===== src/rtl/uart_cmd_sequencer.sv =====
// Plays a byte script from a small RAM to a UART transmitter, then optionally collects a response up to EOL or timeout.
// One byte per accept plus a one-cycle gap; stalls in SEND while i_tx_busy is high; no backpressure on rx.
module uart_cmd_sequencer #(
  parameter int         NBYTES    = 16,
  parameter int         TIMEOUT   = 65535,
  parameter logic [7:0] EOL       = 8'h0A,
  parameter bit         WAIT_RESP = 1'b1,
  localparam int        AW        = $clog2(NBYTES),
  localparam int        LW        = $clog2(NBYTES + 1)
) (
  input  logic          i_clk,
  input  logic          i_reset,
  input  logic          i_wr_en,
  input  logic [AW-1:0] i_wr_addr,
  input  logic [7:0]    i_wr_data,
  input  logic [LW-1:0] i_len,
  input  logic          i_start,
  output logic          o_tx_stb,
  output logic [7:0]    o_tx_data,
  input  logic          i_tx_busy,
  input  logic          i_rx_stb,
  input  logic [7:0]    i_rx_data,
  output logic          o_busy,
  output logic          o_done,
  output logic          o_error,
  output logic [7:0]    o_resp_count,
  output logic [7:0]    o_resp_last
);

  typedef enum logic [2:0] {
    S_IDLE,
    S_SEND,
    S_GAP,
    S_RESP,
    S_DONE
  } state_t;

  state_t        state;
  state_t        state_nxt;
  logic [7:0]    ram [NBYTES];
  logic [AW-1:0] idx;
  logic [LW-1:0] len;
  logic [LW-1:0] len_clip;
  logic [15:0]   timer;
  logic          last_byte;
  logic          timed_out;

  assign len_clip  = (i_len > LW'(NBYTES)) ? LW'(NBYTES) : i_len;
  assign last_byte = ((LW'(idx) + LW'(1)) == len);
  assign timed_out = (timer == 16'(TIMEOUT));

  // Script RAM has no reset so a script survives an aborted run.
  always_ff @(posedge i_clk) begin
    if (i_wr_en && state == S_IDLE) begin
      ram[i_wr_addr] <= i_wr_data;
    end
  end

  always_ff @(posedge i_clk) begin
    if (!i_reset) begin
      state <= S_IDLE;
    end else begin
      state <= state_nxt;
    end
  end

  always_comb begin
    state_nxt = state;
    case (state)
      S_IDLE: begin
        if (i_start) begin
          state_nxt = (i_len == '0) ? S_DONE : S_SEND;
        end
      end
      S_SEND: begin
        if (!i_tx_busy) begin
          if (!last_byte) begin
            state_nxt = S_GAP;
          end else begin
            state_nxt = WAIT_RESP ? S_RESP : S_DONE;
          end
        end
      end
      S_GAP: state_nxt = S_SEND;
      S_RESP: begin
        if (i_rx_stb) begin
          if (i_rx_data == EOL) begin
            state_nxt = S_DONE;
          end
        end else if (timed_out) begin
          state_nxt = S_DONE;
        end
      end
      S_DONE:  state_nxt = S_IDLE;
      default: state_nxt = S_IDLE;
    endcase
  end

  always_comb begin
    o_tx_stb  = 1'b0;
    o_tx_data = 8'h00;
    o_busy    = 1'b1;
    o_done    = 1'b0;
    case (state)
      S_IDLE: o_busy = 1'b0;
      S_SEND: begin
        o_tx_stb  = 1'b1;
        o_tx_data = ram[idx];
      end
      S_DONE:  o_done = 1'b1;
      default: ;
    endcase
  end

  // An rx byte in the same cycle as the timeout wins: it restarts the idle window.
  always_ff @(posedge i_clk) begin
    if (!i_reset) begin
      idx          <= '0;
      len          <= '0;
      timer        <= '0;
      o_error      <= 1'b0;
      o_resp_count <= 8'h00;
      o_resp_last  <= 8'h00;
    end else begin
      if (state == S_RESP && !i_rx_stb) begin
        timer <= timer + 16'd1;
      end else begin
        timer <= '0;
      end
      case (state)
        S_IDLE: begin
          if (i_start) begin
            len          <= len_clip;
            idx          <= '0;
            o_error      <= 1'b0;
            o_resp_count <= 8'h00;
            o_resp_last  <= 8'h00;
          end
        end
        S_GAP: idx <= idx + 1'b1;
        S_RESP: begin
          if (i_rx_stb) begin
            o_resp_last <= i_rx_data;
            if (o_resp_count != 8'hFF) begin
              o_resp_count <= o_resp_count + 8'd1;
            end
          end else if (timed_out) begin
            o_error <= 1'b1;
          end
        end
        default: ;
      endcase
    end
  end

endmodule


===== config.mk =====
export PLATFORM = sky130hd
export DESIGN_NAME = uart_cmd_sequencer
export DESIGN_NICKNAME = d
export VERILOG_FILES = /design/src/rtl/uart_cmd_sequencer.sv
export SDC_FILE = /design/constraint.sdc
export NUM_CORES = 1
export LEC_CHECK = 0
export BUFFER_PORTS_ARGS = -buffer_cell sky130_fd_sc_hd__buf_2
export CAP_MARGIN = 25
export CORE_UTILIZATION = 61
export DETAILED_ROUTE_END_ITERATION = 7
export GPL_TIMING_DRIVEN = 0
export PLACE_DENSITY = 0.88
export SYNTH_ARGS = -nofsm -noshare
export SYNTH_HDL_FRONTEND = slang
export SYNTH_SLANG_ARGS = --single-unit

===== constraint.sdc =====
create_clock -name i_clk -period 6.55 [get_ports i_clk]
set_input_delay 1.31 -clock i_clk [delete_from_list [all_inputs] [get_ports i_clk]]
set_output_delay 1.31 -clock i_clk [all_outputs]
set_load 0.03 [all_outputs]

==> out/qor.yml <==
regArea_sq_um: 4825
fillers: 657
dieArea_sq_um: 12260
ys_ff_latch: 177
drive_gt1_share_pct: 24.28
path_class: "register to output port"
finalHoldViolations: 0
switchingPower_uw: 517.0
drc: 0
hold_buffers: 0
synth-edff-count: 128
synth_nets: 496
synth.top_cell.area_share_pct: 53.29
antenna_cells: 0
r2r-end: "ram[4][0]$_DFFE_PP_"
peakVddDrop_mv: 0.2321
htreeDepth: 4
ys_types: 43
clk_latency_ns: 0.43
status: "finished, final reports clean"
cts_num_sinks: 177
cts_buffers: 17
maxSlewViolCount: 0
p_int_mw: 1.860
fp.dieW_um: 110.7
final_nets: 577
multi_input_area_sq_um: 2245
fmax_ghz: 0.2610
fin_crit_ns: 3.832
routedWlPerCell_um: 22.85
r2r_cells: 5
cts_root_buffer: "clkbuf_16"
port_buffers: 58
place_ws_ns: 3.141
endpoint_kind: "output port"
clk_pin_slew_worst_paths_ns: 0.06
pwr_density_cell_nw_per_um2: 286.1
die_h_um: 110.7
power.share.combinational_pct: 5.7
io_pins: 59
clock_path_buffers: 2
synthesis.area_sq_um: 7213
grt_max_degree: 17
synth_area_leaders: "edfxtp_1, dfxtp_1, mux4_2"
area_delta_synth_final_pct: 15.14
drtPass1Iterations: 5
holdPathEnd: "timer[0]$_SDFF_PN0_"
setup_viol: 0
path_max_fanout: 10
gp_congestion: 0.8734
num_vias: 4454
drt_iter0_drc: 590
swShare_pct: 21.75
cp_data_required_time_ns: 5.24
hold_class: "register to register"
core_area_sq_um: 11470
period_share_pct: 58.50
total_power_mw: 2.377
grt_pass1_wl_um: 25270
slew-limit-headroom_pct: 37.65
synth_top_area_cell: "edfxtp_1"
p_clk_share_pct: 43.1
final_util_pct: 72.43
overflow: 0
worst_setup_path_start_kind: "register"
start_util_pct: 62.90
reg2reg_setup_slack_ns: 3.57
cp_data_arrival_time_ns: 2.52
viasPerCell: 6.372
hp-start: "timer[0]$_SDFF_PN0_"
syn_inst: 462
rows: 39
tns_ns: 0
post_cts_buffers: 0
cts_resized: 0
tightest_slew_ns: 0.9318
dpl.hpwl_um: 10190
seq_power_share_pct: 51.3
yosysWarnings: 0
p_leak_nw: 2.822
setup_slack_ns: 2.718
skew_ns: 0.01016
synth_flop_cell: "edfxtp_1"
syn_area_per_cell_sq_um: 15.61
cts_tree: "done"
cap_violations: 0
postRouteAntennaNets: 0
rsz0062_at_grt: "no"
antenna_found_initial: 0
grt_pass1_vias: 4499
rr_startpoint: "state[2]$_SDFFE_PN0P_"
synthArstFlopShare_pct: 0
ys_seq_area_share_pct: 66.89
whs_path_depth: 1
track_usage_pct: 28.08
wirelength_um: 15970
[metal layers]
layer / up-vias / global-route usage, % / share of wire (%)
met1: 2235 / 35.11 / 39
met4: 0 / 11.47 / 2.6
met5: - / 0 / 0
li1: 1951 / - / -
met2: 236 / 47.78 / 52
met3: 32 / 6.124 / 6.8
[cells in the mapped netlist, drive strengths merged, types with 3 or more instances]
master	n
nand4b	3
a21oi	9
mux4	40
nor2b	4
ha	3
nor3b	5
edfxtp	128
nand4	5
inv	4
dfxtp	49
nand2b	3
clkbuf	7
nor2	38
o21ai	11
xnor2	9
nand2	31
and2	11
xor2	13
a21boi	14
nor3	11
buf	11
or3	5
nand3	25
and3	7
[worst max-delay path by stage]
stage                     cells past startpoint            to      from
after floorplan                               5  o_tx_data[1]  register
after global placement                        6  o_tx_data[5]  register
after detailed placement                      6  o_tx_data[2]  register
after CTS                                     6  o_tx_data[2]  register
after global routing                          6  o_tx_data[2]  register
final                                         6  o_tx_data[2]  register
[layout make-up]
| type | instances | area share, % |
|---|---|---|
| sequential | 177 | 58.09 |
| multi-input combinational | 263 | 27.03 |
| clock buffer | 19 | 5.212 |
| timing repair buffer | 62 | 3.857 |
| tap | 143 | 2.154 |
| clock inverter | 13 | 1.928 |
| buffer | 18 | 1.552 |
| inverter | 4 | 0.1808 |
[flip-flops by register name, summed over array words and instances (netlist names), named ones only]
name          count
idx               4
ram             128
o_error           1
o_resp_last       8
timer            16
o_resp_count      8
len               5
state             3
[cell usage in the layout (no fill, tap or decap), types with 2 or more instances in the layout]
cell type   count
nand3b_1        2
nor2_1         38
clkinvlp_4      4
inv_6           2
a21boi_0       14
nor2b_1         4
a31oi_1         2
nand2b_1        3
and3b_1         2
mux4_2         28
nand2_1        30
o21ai_0        11
edfxtp_1      128
xnor2_1         9
nand4_1         5
clkinv_2        2
or3_1           5
nand3_1        25
nand4b_1        3
xor2_1         13
nor4_1          2
buf_4           5
and3_1          7
clkbuf_1        8
clkbuf_16      17
nor3b_1         5
inv_1           4
bufinv_16       3
ha_1            3
nor3_1         11
and2_1         11
a21oi_1         8
buf_6           3
a21o_1          2
mux4_1         12
buf_2          63
dfxtp_1        49
[critical path, stage by stage (launching register included)]
cell	delay, ns
dfxtp_1	0.33
buf_6	0.14
buf_6	0.19
mux4_2	0.57
mux4_2	0.52
and2_1	0.17
buf_2	0.17
[logic make-up (layout without fill, tap and decap cells)]
logic type / after synthesis / count (layout) / synth area share (%)
flops: 177 / 177 / 66.89
simple gates: 159 / 159 / 11.31
mux: 40 / 40 / 13.11
compound gates: 39 / 39 / 3.504
xor+xnor: 22 / 22 / 2.671
buf+inv: 22 / 116 / 1.995
fa+ha+maj: 3 / 3 / 0.5204
[power by group through the flow]
stage	sequential, mW	clock [mW]	combinational (mW)
finish	1.22	1.02	0.135
global route	1.22	1.07	0.145
CTS	1.22	1.03	0.134
detailed placement	1.24	0	0.131
global placement	1.24	0	0.123
floorplan	1.24	0	0.0791
[stage by stage]
step / instance area (sq um) / hold WS (ns) / instances
after floorplan: 7213 / 0.4175 / 462
after global placement: 7682 / 0.4274 / 663
after detailed placement: 7712 / 0.4495 / 667
after CTS: 8305 / 0.4581 / 699
after global routing: 8305 / 0.4822 / 699
final: 8305 / 0.4516 / 699
No activity file was read; power rests on OpenSTA's default activity.
